`config.mk`:
```
export PLATFORM = sky130hd
export DESIGN_NAME = frame_buffer_port_flat
export DESIGN_NICKNAME = d
export VERILOG_FILES = /design/src/rtl/frame_buffer_port_if.sv /design/src/rtl/frame_buffer_port.sv /design/src/flat_wrapper.sv
export SDC_FILE = /design/constraint.sdc
export NUM_CORES = 1
export LEC_CHECK = 0
export BUFFER_PORTS_ARGS = -buffer_cell sky130_fd_sc_hd__buf_2
export CORE_MARGIN = 1
export CORE_UTILIZATION = 45
export CTS_BUF_LIST = sky130_fd_sc_hd__clkbuf_8 sky130_fd_sc_hd__clkbuf_16
export CTS_CLUSTER_SIZE = 12
export DETAILED_ROUTE_END_ITERATION = 10
export GPL_ROUTABILITY_DRIVEN = 0
export GPL_TIMING_DRIVEN = 0
export PLACE_DENSITY = 0.77
export SYNTH_ARGS = -nofsm -noshare
export SYNTH_HDL_FRONTEND = slang
export SYNTH_SLANG_ARGS = --single-unit
```
`constraint.sdc`:
```
create_clock -name sys_clk -period 2.6 [get_ports sys_clk]
set_input_delay 0.65 -clock sys_clk [delete_from_list [all_inputs] [get_ports sys_clk]]
set_output_delay 0.65 -clock sys_clk [all_outputs]
set_load 0.005 [all_outputs]
```
`src/rtl/frame_buffer_port_if.sv`:
```
`default_nettype none
// ============================================================================
// Module      : frame_buffer_port_if
// Description : SDRAM write/read FIFO handshake bundle for frame_buffer_port.
//               master = frame buffer port side, slave = FIFO side.
// Revision    : 1.0 - initial release
// ============================================================================
interface frame_buffer_port_if;
  logic       wr_fifo_wrreq;
  logic [7:0] wr_fifo_data;
  logic       wr_fifo_full;
  logic       rd_fifo_rdreq;
  logic [7:0] rd_fifo_q;
  logic       rd_fifo_empty;

  modport master (
    output wr_fifo_wrreq,
    output wr_fifo_data,
    input  wr_fifo_full,
    output rd_fifo_rdreq,
    input  rd_fifo_q,
    input  rd_fifo_empty
  );

  modport slave (
    input  wr_fifo_wrreq,
    input  wr_fifo_data,
    output wr_fifo_full,
    input  rd_fifo_rdreq,
    output rd_fifo_q,
    output rd_fifo_empty
  );
endinterface
`default_nettype wire

```
`src/rtl/frame_buffer_port.sv`:
```
`default_nettype none
// ============================================================================
// Module      : frame_buffer_port
// Description : Streams current-frame luma into the SDRAM write FIFO and
//               returns the previous frame's luma from the read FIFO, aligned
//               one cycle after each pixel strobe. Tracks frame length and
//               FIFO overflow/underflow in sticky error flags.
// Revision    : 1.0 - initial release
// ============================================================================
module frame_buffer_port #(
  parameter int IMG_H = 640,
  parameter int IMG_V = 480
) (
  input  wire logic        sys_clk,
  input  wire logic        sys_rst_n,
  input  wire logic        per_frame_vsync,
  input  wire logic        per_frame_href,
  input  wire logic        per_frame_clken,
  input  wire logic [7:0]  per_img_Y,
  frame_buffer_port_if.master fifo,
  output logic             frame_sync,
  output logic [7:0]       YCbCr_img_Y_pre,
  output logic             pre_frame_valid,
  output logic [2:0]       err_flags
);

  // IDLE: no frame reference yet; FIRST: writing the first frame only;
  // STREAM: writing the current frame while reading back the previous one.
  localparam logic [1:0] S_IDLE   = 2'd0;
  localparam logic [1:0] S_FIRST  = 2'd1;
  localparam logic [1:0] S_STREAM = 2'd2;

  localparam logic [19:0] c_frame_pixels = 20'(IMG_H * IMG_V);

  logic [1:0]  r_state;
  logic        r_vsync_d;
  logic        r_rd_ack;
  logic        r_frame_sync;
  logic [19:0] r_pix_cnt;
  logic [2:0]  r_err;

  logic        w_vsync_edge;
  logic        w_pixel;
  logic        w_active;
  logic        w_stream;
  logic        w_wr;
  logic        w_rd;
  logic [19:0] w_cnt_next;

  assign w_vsync_edge = per_frame_vsync & ~r_vsync_d;
  assign w_pixel      = per_frame_clken & per_frame_href;
  assign w_active     = (r_state == S_FIRST) || (r_state == S_STREAM);
  assign w_stream     = (r_state == S_STREAM);
  assign w_wr         = w_active & w_pixel & ~fifo.wr_fifo_full;
  assign w_rd         = w_stream & w_pixel & ~fifo.rd_fifo_empty;
  // A pixel coinciding with the vsync edge still belongs to the ending frame.
  assign w_cnt_next   = r_pix_cnt + {19'd0, w_active & w_pixel};

  assign fifo.wr_fifo_wrreq = w_wr;
  assign fifo.wr_fifo_data  = per_img_Y;
  assign fifo.rd_fifo_rdreq = w_rd;

  assign frame_sync      = r_frame_sync;
  assign YCbCr_img_Y_pre = r_rd_ack ? fifo.rd_fifo_q : 8'd0;
  assign pre_frame_valid = w_stream;
  assign err_flags       = r_err;

  // Frame-level state: needs two vsync edges before a previous frame exists.
  always_ff @(posedge sys_clk or negedge sys_rst_n) begin
    if (!sys_rst_n) begin
      r_state <= S_IDLE;
    end else if (w_vsync_edge) begin
      case (r_state)
        S_IDLE:  r_state <= S_FIRST;
        S_FIRST: r_state <= S_STREAM;
        default: r_state <= S_STREAM;
      endcase
    end
  end

  // Vsync edge detection, frame_sync pulse and read-data alignment.
  always_ff @(posedge sys_clk or negedge sys_rst_n) begin
    if (!sys_rst_n) begin
      r_vsync_d    <= 1'b0;
      r_frame_sync <= 1'b0;
      r_rd_ack     <= 1'b0;
    end else begin
      r_vsync_d    <= per_frame_vsync;
      r_frame_sync <= w_vsync_edge;
      r_rd_ack     <= w_rd;
    end
  end

  // Pixel counter for the frame-length check, cleared at every frame boundary.
  always_ff @(posedge sys_clk or negedge sys_rst_n) begin
    if (!sys_rst_n) begin
      r_pix_cnt <= 20'd0;
    end else if (w_vsync_edge) begin
      r_pix_cnt <= 20'd0;
    end else begin
      r_pix_cnt <= w_cnt_next;
    end
  end

  // Sticky error flags {frame_len_err, rd_underflow, wr_overflow}.
  always_ff @(posedge sys_clk or negedge sys_rst_n) begin
    if (!sys_rst_n) begin
      r_err <= 3'b000;
    end else begin
      if (w_active & w_pixel & fifo.wr_fifo_full)
        r_err[0] <= 1'b1;
      if (w_stream & w_pixel & fifo.rd_fifo_empty)
        r_err[1] <= 1'b1;
      if (w_vsync_edge & w_active & (w_cnt_next != c_frame_pixels))
        r_err[2] <= 1'b1;
    end
  end

endmodule
`default_nettype wire
```
`src/flat_wrapper.sv`:
```
// flat-port wrapper written by rule: the top's interface ports become plain ports
module frame_buffer_port_flat 
#(
  parameter int IMG_H = 640,
  parameter int IMG_V = 480
)
  (sys_clk, sys_rst_n, per_frame_vsync, per_frame_href, per_frame_clken, per_img_Y, frame_sync, YCbCr_img_Y_pre, pre_frame_valid, err_flags, fifo_wr_fifo_wrreq, fifo_wr_fifo_data, fifo_wr_fifo_full, fifo_rd_fifo_rdreq, fifo_rd_fifo_q, fifo_rd_fifo_empty);
  frame_buffer_port_if fifo_i ();
  input  wire logic sys_clk;
  input  wire logic sys_rst_n;
  input  wire logic per_frame_vsync;
  input  wire logic per_frame_href;
  input  wire logic per_frame_clken;
  input  wire logic [7:0] per_img_Y;
  output logic frame_sync;
  output logic [7:0] YCbCr_img_Y_pre;
  output logic pre_frame_valid;
  output logic [2:0] err_flags;
  output wire logic [$bits(fifo_i.wr_fifo_wrreq)-1:0] fifo_wr_fifo_wrreq;
  output wire logic [$bits(fifo_i.wr_fifo_data)-1:0] fifo_wr_fifo_data;
  input wire logic [$bits(fifo_i.wr_fifo_full)-1:0] fifo_wr_fifo_full;
  output wire logic [$bits(fifo_i.rd_fifo_rdreq)-1:0] fifo_rd_fifo_rdreq;
  input wire logic [$bits(fifo_i.rd_fifo_q)-1:0] fifo_rd_fifo_q;
  input wire logic [$bits(fifo_i.rd_fifo_empty)-1:0] fifo_rd_fifo_empty;
  assign fifo_wr_fifo_wrreq = fifo_i.wr_fifo_wrreq;
  assign fifo_wr_fifo_data = fifo_i.wr_fifo_data;
  assign fifo_i.wr_fifo_full = fifo_wr_fifo_full;
  assign fifo_rd_fifo_rdreq = fifo_i.rd_fifo_rdreq;
  assign fifo_i.rd_fifo_q = fifo_rd_fifo_q;
  assign fifo_i.rd_fifo_empty = fifo_rd_fifo_empty;
  frame_buffer_port #(.IMG_H(IMG_H), .IMG_V(IMG_V)) u_core (.sys_clk(sys_clk), .sys_rst_n(sys_rst_n), .per_frame_vsync(per_frame_vsync), .per_frame_href(per_frame_href), .per_frame_clken(per_frame_clken), .per_img_Y(per_img_Y), .fifo(fifo_i), .frame_sync(frame_sync), .YCbCr_img_Y_pre(YCbCr_img_Y_pre), .pre_frame_valid(pre_frame_valid), .err_flags(err_flags));
endmodule
```
Word-level counts from Yosys, hierarchy flattened
Cells that the tools add are included.
{ "totals": {"elab_cells": 30, "inputBits": 23, "regBits": 28, "out_inout_bits": 23} }
{ "op_classes": {"reduce_logical": 2, "n_addsub": 1, "n_bitwise": 13, "eq_ne": 3, "muxes": 3} }
{ "op_table": {"columns": ["operator", "count"], "rows": [
  ["$add A20 B1 Y20", 1],
  ["$mux W20", 1],
  ["$ne A20 B19 Y1 const B", 1],
  ["$and A1 B1 Y1", 10],
  ["$mux W8", 1],
  ["$not A1 Y1", 3],
  ["$eq A2 B1 Y1 const B", 1],
  ["$eq A2 B2 Y1 const B", 1],
  ["$logic_not A2 Y1", 1],
  ["$mux W2", 1],
  ["$logic_or A1 B1 Y1", 1]
]} }

Depth between registers and ports, before layout
Gate-level depths: netlist of the first run.
{ "depth": {"word_depth": 6, "mapped_depth": 11} }

Worst setup path before layout of the first run
OpenSTA, ideal clock, no wires.
{ "synth_path": {"path_kind": "reg-to-reg", "from": "register u_core.r_state[1]", "to": "register u_core.r_err[2], in the netlist u_core.err_flags[2]", "setup_ps": 137, "n_path_buf": 1, "stages_incl_launch_ff": 12, "synth_period_minus_slack_ps": 2500, "arrival_ps": 2363, "slack_ps": 100, "required_time_ps": 2463, "cell_sequence": "dfrtp_1 inv_1 ha_1 and3_1 ha_1 clkbuf_1 nand2_1 nor3_2 mux2_2 nor3b_1 and4_1 a41oi_2"} }
{ "synth_between": {"elab_chain_cells": 6, "word_cells_on_any_way": 8} }
{ "synth_lines": {"columns": ["item", "line", "text"], "rows": [
  ["start: declaration", "frame_buffer_port.sv:35", "logic [1:0] r_state;"],
  ["start signal: assignment", "frame_buffer_port.sv:71", "r_state <= S_IDLE;"],
  ["start signal: assignment", "frame_buffer_port.sv:74", "S_IDLE: r_state <= S_FIRST;"],
  ["start signal: assignment", "frame_buffer_port.sv:75", "S_FIRST: r_state <= S_STREAM;"],
  ["$eq A2 B1 Y1 or $eq A2 B2 Y1 (tied branches)", "frame_buffer_port.sv:52", "assign w_active = (r_state == S_FIRST) || (r_state == S_STREAM);"],
  ["$logic_or A1 B1 Y1 (*)", "frame_buffer_port.sv:52", null],
  ["$and A1 B1 Y1", "frame_buffer_port.sv:57", "assign w_cnt_next = r_pix_cnt + {19'd0, w_active & w_pixel};"],
  ["$add A20 B1 Y20", "frame_buffer_port.sv:57", null],
  ["$ne A20 B19 Y1", "frame_buffer_port.sv:114", "if (w_vsync_edge & w_active & (w_cnt_next != c_frame_pixels))"],
  ["$and A1 B1 Y1 (*)", "frame_buffer_port.sv:114", null],
  ["end signal: assignment", "frame_buffer_port.sv:108", "r_err <= 3'b000;"],
  ["end signal: assignment", "frame_buffer_port.sv:115", "r_err[2] <= 1'b1;"],
  ["end: declaration", "frame_buffer_port.sv:40", "logic [2:0] r_err;"]
]} }
Every way passes the cells marked *; elsewhere a longest branch is shown, timed or not.
A chain may end at the register's enable or synchronous reset.

Worst setup path after layout of the first run
Ends and elaborated chain as after synthesis.

==> results of run 1 <==
[metal layers]
metal  track usage  share of wire  vias up
li1              -              -      703
met1         0.233           0.47      629
met2         0.274           0.45       53
met3        0.0321          0.061        5
met4        0.0597          0.015        0
met5             0              0        -
[report_power, final]
part	internal, mW	switching [mW]	total [mW]	leakage, nW
combinational	0.0963	0.103	0.199	0.571
clock	0.206	0.139	0.345	0.0357
sequential	0.460	0.0224	0.482	0.365
total	0.763	0.264	1.03	0.972
[cells in the mapped netlist, types with 4 or more instances]
| cell | number | share of area |
|---|---|---|
| xnor2_1 | 11 | 0.056 |
| buf_4 | 8 | 0.035 |
| clkbuf_1 | 6 | 0.013 |
| inv_1 | 5 | 0.011 |
| xor2_1 | 10 | 0.051 |
| ha_1 | 4 | 0.029 |
| nor2b_1 | 4 | 0.015 |
| o21ai_0 | 6 | 0.018 |
| and2_1 | 8 | 0.029 |
| nand3_1 | 9 | 0.026 |
| and3_1 | 4 | 0.015 |
| dfrtp_1 | 28 | 0.41 |
| nand2_1 | 14 | 0.031 |
| nand4_1 | 5 | 0.018 |
| nor2_1 | 28 | 0.061 |
[final cells by class]
| class | count | area [µm²] |
|---|---|---|
| Sequential cell | 28 | 701 |
| Clock buffer | 3 | 41.3 |
| Inverter | 5 | 18.8 |
| Buffer | 14 | 83.8 |
| Multi-Input combinational cell | 137 | 975 |
| Tap cell | 48 | 60.1 |
| Timing Repair Buffer | 39 | 200 |
| Clock inverter | 1 | 30.0 |
| Fill cell | 309 | 1550 |
[what timing repair did]
item,CTS,global route
pin swaps,2,2
setup buffers,1,1
resized for setup,5,7
setup endpoints to repair,2,2
[cells by family (layout without fill, tap and decap cells)]
| logic type | Yosys count | after routing |
|---|---|---|
| adder cells (fa/ha/maj) | 4 | 4 |
| AND/OR/NAND/NOR | 90 | 90 |
| multiplexers | 4 | 4 |
| flip-flops | 28 | 28 |
| buffers and inverters | 20 | 62 |
| AO/OA/AOI/OAI | 18 | 18 |
| XOR/XNOR | 21 | 21 |
[how the worst max path moves through the flow]
stage | from | cells after the start | end
after floorplan | u_core.r_state[1] | 11 | u_core.err_flags[2]
after global placement | per_frame_clken | 10 | u_core.err_flags[2]
after detailed placement | per_frame_clken | 10 | u_core.err_flags[2]
after CTS | u_core.r_state[1] | 10 | u_core.err_flags[2]
after global routing | u_core.r_state[1] | 10 | u_core.err_flags[2]
final | u_core.r_state[1] | 10 | u_core.err_flags[2]
[state kept, by name, indices dropped and copies added (netlist names)]
signal,count
u_core.err_flags,3
u_core.frame_sync,1
u_core.r_pix_cnt,20
u_core.r_rd_ack,1
u_core.r_state,2
u_core.r_vsync_d,1
[layout by cell type, fill, tap and decap left out, types with 2 or more instances in the layout]
master and count:
a21oi_1 3, a311o_1 2, and2_1 8, and3_1 3, buf_2 38, buf_4 10
clkbuf_1 5, clkbuf_8 3, dfrtp_1 28, ha_4 3, inv_1 5, mux2_2 3
nand2_1 13, nand3_1 9, nand4_1 5, nor2_1 28, nor2b_1 4, nor3_1 3
nor3b_2 2, nor4b_1 2, o21ai_0 6, xnor2_1 11, xor2_1 10
[worst max-delay path, stage by stage, from the launching register on]
cell,delay (ns)
dfrtp_1,0.38
inv_1,0.08
ha_4,0.27
and3_4,0.21
ha_4,0.17
nand2_4,0.08
nor4_4,0.30
mux2_2,0.37
a211oi_2,0.19
and4_1,0.22
a41oi_2,0.09
[stage by stage]
step / worst slack, ns / power (mW)
detailed placement: -0.347 / 0.658
CTS: 0.0152 / 1.01
global route: -0.00173 / 1.09
global placement: -0.361 / 0.654
finish: 0.112 / 1.03
floorplan: 0.0999 / 0.595
==> out/metrics.cfg, run 1 <==
[setup_path]
worst_r2r_path_depth = 10
regToRegEndpoint = u_core.err_flags[2]
critPathCaptureType = register
r2r-start = u_core.r_state[1]
path_class = register to register
crit_required_ns = 2.76
crit_path_max_fanout = 5
rrSetupSlack_ns = 0.11
crit_arrival_ns = 2.65
start_kind = register

[sta]
finalSetupTns_ns = 0
timing.hold.ws_ns = 0.381
drv_slew = 0
fin_crit_sh = 0.957
fin_crit_ns = 2.49
worst_slew_pin_slew_ns = 0.635
clock_skew_ns = 0.00580
finalSetupViolCount = 0
hold_viol_final = 0
slew_headroom = 0.577
max_freq_mhz = 402

[finish]
final_nets = 255
syn2layout_area_growth_pct = 23.0
finalNonFillerCells = 275
fin_area_um2 = 2110
antennaDiodeCount = 0
drive_gt1_frac = 0.317
fin_util = 0.576

[job]
cap_violations = 0

[floorplanning]
fp.dieH_um = 63.7
rows = 22
num_io_pins = 46
start_util = 0.469
die_w_um = 63.7
fp.dieArea_um2 = 4060
core_um2 = 3660

[placed_design]
dp_hpwl_um = 2380
dp_cells = 270
placed_area_um2 = 1960
io_buffer_count = 37

[clock_tree]
cts-buffers-inserted = 3
cts_tree = built
cts_max_level = 1
cts_hold_buf = 0
clock_sinks = 28
worstSkewPairLatency_ns = 0.28
clock_path_buffers = 2
root_buffer = clkbuf_8
path_clk_slew_ns = 0.10

[yosys]
synth_nets = 212
syn_avg_cell_area_um2 = 9.27
synth_simple_gate_area_frac = 0.293
syn-cell-area_um2 = 1720
synth_cells = 185
ys_types = 41
synth_top_family_by_area = simple AND/OR/NAND/NOR gates
yosys_register_bits = 28
synthAdderAreaFrac = 0.0292
synth_xor_area_frac = 0.107
synth_edf_count = 0
synth-seq-area-share = 0.408
synth_flop_cell = dfrtp_1
synth_compound_area_frac = 0.0744
ys_warn_count = 0
synth_mux_area_frac = 0.0255
async_reset_ff_frac = 1.00

[power]
ir_drop_mv = 0.219
power.density_nw_per_um2 = 487
p_leak_nw = 0.972

[drt]
vias = 1390
drc = 0
dr.pass1.iters = 4
ant_nets = 0
drt-total-wl_um = 3320
via_per_inst = 5.05
drt_iter0_markers = 45
wl_per_cell_um = 12.1

[grt]
antenna_found_initial = 0
grt_pass1_wl_um = 5450
grt_overflow = 0
grt_max_degree = 29
grt_usage = 0.172
grt_pass1_vias = 1224

[outcome]
status = completed

[worst_hold_path]
min_path_type = input port to async pin

Power figures use the tool's default switching activity.
==> run 2, diff against run 1 <==
CELL_PAD_IN_SITES_DETAIL_PLACEMENT = 1   (was not set)
CELL_PAD_IN_SITES_GLOBAL_PLACEMENT = 1   (was not set)
CORE_UTILIZATION = 35   (was 45)
PLACE_DENSITY = 0.79   (was 0.77)
==> run 2 against run 1 <==
Net effect:
- the run now ends with design-rule violations left
- first-iteration DRC count rose by 4.4%
- highest routed layer unchanged
- power rose by 1.3%
- register-to-register slack barely moved
- clock skew up 0.0024 ns
- wire length grew 24%
- global-route usage decreased by 0.44 points
==> out/metrics.cfg, run 2 (synthesis gave the netlist of run 1 again) <==
[outcome]
status = finished with violations
violations = design-rule violations

[power]
clockPowerShare = 0.335  ; about the same
p_leak_nw = 0.986  ; +1.4%
p_int_uw = 765  ; +0.35%
p_sw_uw = 275  ; +4.0%
finalPower_mw = 1.04  ; +1.3%
p_sw_frac = 0.264  ; +0.00683
power.density_nw_per_um2 = 485  ; -0.26%
pwr-share-comb = 0.200  ; +0.006
ir_drop_mv = 0.198  ; -9.4%
seq_power_share = 0.465  ; -0.005

[drt]
via_per_inst = 4.96  ; -1.9%
wl_per_cell_um = 13.9  ; +15%
drt-total-wl_um = 4120  ; +24%
ant_nets = 0  ; unchanged
drt_iter0_markers = 47  ; +4.4%
drc = 2  ; +2
vias = 1472  ; +5.9%
dr.pass1.iters = 7  ; +3

[sta]
fin_crit_sh = 0.960  ; +0.00261
max_freq_mhz = 401  ; -0.27%
hold_viol_final = 0  ; unchanged
worst_slew_pin_slew_ns = 0.641  ; +0.00604 ns
drv_slew = 0  ; unchanged
slew_headroom = 0.573  ; -0.00403
fin_crit_ns = 2.49  ; +0.00678 ns
clock_skew_ns = 0.00818  ; +0.00238 ns
finalSetupViolCount = 0  ; unchanged

[grt]
grt_pass1_wl_um = 6760  ; +24%
grt_usage = 0.168  ; -0.00436
use_met3 = 0.0236  ; -0.00853
antenna_found_initial = 0  ; unchanged
top_usage_layer = met2
grt_max_degree = 29  ; unchanged
grt_use_met1 = 0.210  ; -0.0231
grt_overflow = 0  ; unchanged
met2_usage = 0.299  ; +0.0248
grt_pass1_vias = 1466  ; +20%

[clock_tree]
cts_max_level = 1  ; unchanged
path_clk_slew_ns = 0.10  ; about the same
clock_sinks = 28  ; unchanged
root_buffer = clkbuf_8
cts_hold_buf = 0  ; unchanged
cts_tree = built
worstSkewPairLatency_ns = 0.28  ; about the same
cts-buffers-inserted = 3  ; unchanged
clock_path_buffers = 2  ; unchanged

[placed_design]
dp_hpwl_um = 2990  ; +26%
io_buffer_count = 37  ; unchanged
placed_area_um2 = 1980  ; +1.2%
dp_cells = 289  ; +7.0%

[floorplanning]
fp.dieArea_um2 = 5190  ; +28%
rows = 25  ; +14%
core_um2 = 4720  ; +29%
fp.dieH_um = 72.0  ; +13%
die_w_um = 72.0  ; +13%
num_io_pins = 46  ; unchanged
start_util = 0.363  ; -0.105

[job]
cap_violations = 0  ; unchanged

[setup_path]
path_class = register to register
crit_path_max_fanout = 5  ; unchanged
start_kind = register
crit_arrival_ns = 2.66  ; about the same
critPathCaptureType = register
crit_required_ns = 2.76  ; about the same

[finish]
fin_area_um2 = 2140  ; +1.5%
fin_util = 0.454  ; -0.123
largest_reg_flops = 20  ; unchanged
drive_gt1_frac = 0.317  ; about the same
layout_commonest_cell = buf_2
multi_input_area_um2 = 961  ; -1.4%
final_nets = 258  ; +1.2%
regArea_um2 = 701  ; unchanged
antennaDiodeCount = 0  ; unchanged
final_cell_mix = 38 x buf_2, 28 x nor2_1, 28 x dfrtp_1
finalNonFillerCells = 297  ; +8.0%
top_register = u_core.r_pix_cnt
fillers = 567  ; +83%
syn2layout_area_growth_pct = 24.9

[worst_hold_path]
min_path_type = input port to async pin

run 2: what timing repair did:
action | CTS | global route
gates resized for setup | 5 | 6
endpoints found under the setup margin | 4 | 1
pin swaps | 1 | 4
setup buffers | 0 | 5
run 2: area by class of cell:
type | count | area share
tap | 67 | 0.0391
multi-input combinational | 137 | 0.449
clock buffer | 3 | 0.0193
sequential | 28 | 0.327
buffer | 14 | 0.0391
inverter | 5 | 0.00876
clock inverter | 1 | 0.0140
timing repair buffer | 42 | 0.104
run 2: critical path, cell delays in order, from the launching register on:
cell,delay [ns]
dfrtp_1,0.38
inv_1,0.05
ha_1,0.31
and3_4,0.23
ha_4,0.17
nand2_4,0.08
nor4_4,0.34
mux2_4,0.34
a211oi_2,0.19
and4_1,0.22
a41oi_2,0.08
run 2: final timing paths:
check,endpoint,slack [ns],cells past startpoint,startpoint
worst max-delay path,u_core.err_flags[2],0.11,10,u_core.r_state[1]
worst min-delay path,u_core.r_pix_cnt[11],0.38,1,sys_rst_n
worst max register to register,u_core.err_flags[2],0.11,10,u_core.r_state[1]
worst min register to register,u_core.err_flags[0],0.47,1,u_core.err_flags[0]
max in group asynchronous,u_core.r_pix_cnt[3],1.80,1,sys_rst_n
min in group sys_clk,u_core.err_flags[0],0.47,1,u_core.err_flags[0]
run 2: power groups by stage:
stage	Sequential (mW)	Clock, mW	Combinational (mW)
3_5_place_dp	0.485	0	0.183
6_report	0.483	0.349	0.208
2_1_floorplan	0.481	0	0.114
3_3_place_gp	0.483	0	0.174
4_1_cts	0.481	0.359	0.189
5_1_grt	0.488	0.372	0.235
run 2: stage by stage:
stage	TNS, ns	hold slack, ns	worst slack [ns]
6_report	0	0.380	0.105
5_1_grt	-0.0310	0.434	-0.0310
4_1_cts	0	0.409	0.00678
3_5_place_dp	-0.689	0.463	-0.383
3_3_place_gp	-0.521	0.437	-0.362
2_1_floorplan	0	0.354	0.0999
run 2: per-layer routing:
layer / share of wire / vias up
met5: 0 / -
met4: 0.011 / 0
met3: 0.051 / 5
met2: 0.51 / 46
met1: 0.42 / 711
li1: - / 710
==> run 3, diff against run 2 <==
CORE_UTILIZATION = 26   (was 35)
PLACE_DENSITY = 0.63   (was 0.79)
==> run 3 against run 2 <==
Net effect:
- the flow now finishes without violations
- combinational power is 2% lower
- die area is 34% higher
- count of clock-buffer cells in the layout stayed put
- flip-flop and latch count stayed put
- clock power hardly changed
- clock skew hardly changed
- power is 0.87% lower
- wire length is 3.6% lower
==> out/metrics.cfg, run 3 (synthesis gave the netlist of run 1 again) <==
[clock_tree]
clock_path_buffers = 2  ; unchanged
cts_tree = built
cts_hold_buf = 0  ; unchanged
root_buffer = clkbuf_8
clock_sinks = 28  ; unchanged
worstSkewPairLatency_ns = 0.28  ; about the same
cts-buffers-inserted = 3  ; unchanged
path_clk_slew_ns = 0.10  ; about the same
cts_max_level = 1  ; unchanged

[sta]
fin_crit_ns = 2.49  ; -0.00372 ns
fin_crit_sh = 0.958  ; -0.00143
finalSetupViolCount = 0  ; unchanged
clock_skew_ns = 0.00814  ; -0.0000375 ns
setup_slack_ns = 0.109  ; +0.00372 ns
drv_slew = 0  ; unchanged
hold_viol_final = 0  ; unchanged
timing.hold.ws_ns = 0.390  ; +0.0103 ns
slew_headroom = 0.567  ; -0.00576
worst_slew_pin_slew_ns = 0.649  ; +0.00865 ns
max_freq_mhz = 401  ; +0.15%

[placed_design]
io_buffer_count = 37  ; unchanged
pre_cts_slack_ns = -0.428  ; -0.0446 ns
dp_hpwl_um = 2890  ; -3.1%

[finish]
antennaDiodeCount = 0  ; unchanged
drive_gt1_frac = 0.316  ; -0.00160
syn2layout_area_growth_pct = 25.0
largest_reg_flops = 20  ; unchanged
multi_input_area_um2 = 966  ; +0.52%
regArea_um2 = 701  ; unchanged
final_nets = 256  ; -0.78%
final_cell_mix = 38 x buf_2, 28 x nor2_1, 28 x dfrtp_1
layout_commonest_cell = buf_2
fillers = 755  ; +33%
top_register = u_core.r_pix_cnt

[grt]
grt_pass1_wl_um = 6730  ; -0.41%
grt_overflow = 0  ; unchanged
grt_max_degree = 29  ; unchanged
grt_usage = 0.118  ; -0.0494
grt_pass1_vias = 1365  ; -6.9%
antenna_found_initial = 0  ; unchanged

[job]
cap_violations = 0  ; unchanged

[floorplanning]
fp.dieArea_um2 = 6930  ; +34%
num_io_pins = 46  ; unchanged
die_w_um = 83.2  ; +16%
fp.dieH_um = 83.2  ; +16%
core_um2 = 6350  ; +34%
rows = 29  ; +16%
start_util = 0.270  ; -0.0930

[outcome]
status = completed

[setup_path]
start_kind = register
cpPeakStageDelay_ns = 0.34  ; -0.04 ns
path_class = register to register
crit_required_ns = 2.76  ; about the same
path_cells = inv_1 > ha_1 > and3_4 > ha_4 > nand2_4 > nor4_4 > mux2_4 > a211oi_2 > and4_1 > a41oi_2
crit_path_max_fanout = 5  ; unchanged
critPathCaptureType = register
slowest_stage = dfrtp_1
worst_r2r_path_depth = 10  ; unchanged
crit_arrival_ns = 2.65  ; about the same

[drt]
wl_per_cell_um = 13.0  ; -6.1%
drc = 0  ; -2
vias = 1404  ; -4.6%
via_per_inst = 4.60  ; -7.1%
drt_iter0_markers = 46  ; -2.1%
ant_nets = 0  ; unchanged
dr.pass1.iters = 4  ; -3
drt-total-wl_um = 3970  ; -3.6%

[power]
power.density_nw_per_um2 = 481  ; -0.99%
ir_drop_mv = 0.197  ; -0.72%
p_leak_nw = 0.976  ; -0.94%

[worst_hold_path]
min_path_type = input port to async pin

run 3: cell count changes in the layout (fill, tap and decap cells not counted), sizes merged:
cell,before,now
buf,51,49
run 3: path summary, 6_finish.rpt:
check | slack (ns) | to | from
setup / recovery | 0.11 | u_core.err_flags[2] | u_core.r_state[0]
hold / removal | 0.39 | u_core.r_pix_cnt[17] | sys_rst_n
setup reg to reg | 0.11 | u_core.err_flags[2] | u_core.r_state[0]
hold reg to reg | 0.46 | u_core.err_flags[0] | u_core.err_flags[0]
max in group asynchronous | 1.79 | u_core.r_pix_cnt[0] | sys_rst_n
min in group sys_clk | 0.46 | u_core.err_flags[0] | u_core.err_flags[0]
run 3: area by class of cell:
class | count | share of cell area
Clock inverter | 1 | 0.0140
Tap cell | 77 | 0.0449
Timing Repair Buffer | 40 | 0.0968
Clock buffer | 3 | 0.0193
Sequential cell | 28 | 0.327
Buffer | 14 | 0.0391
Multi-Input combinational cell | 137 | 0.450
Inverter | 5 | 0.00875
run 3: repair_timing:
item | CTS | global route
endpoints found under the setup margin | 4 | 1
gates resized for setup | 6 | 6
setup buffers | 1 | 2
pin swaps | 2 | 2
endpoints found under the hold margin | 0 | 0
run 3: worst max-delay path, delay by kind of cell (launching register included):
kind                       cells  cell delay [ns]
DFF                            1             0.34
adders and majority gates      2             0.47
and+or+nand+nor                4             0.85
AOI/OAI and AO/OA              2             0.30
muxes                          1             0.34
buffers and inverters          1             0.06
run 3: layer usage:
metal  wire, µm  track usage
met2       1830        0.189
met4         19       0.0282
met1       1930        0.165
met3        196       0.0229
met5          0            0
run 3: metrics by stage:
step	std cells	TNS, ns	util	total power [mW]	area, µm²
2_1_floorplan	185	0	-	0.595	1720
3_3_place_gp	299	-0.648	0.314	0.658	2000
3_5_place_dp	299	-0.717	0.314	0.665	2000
5_1_grt	305	-0.00730	0.338	1.10	2140
6_report	305	0	0.338	1.03	2140
4_1_cts	303	0	0.330	1.03	2100
run 3: where the power goes:
group	leakage, nW	switching (mW)	internal (mW)
sequential	0.365	0.0215	0.460
clock	0.0357	0.140	0.206
combinational	0.576	0.108	0.0952
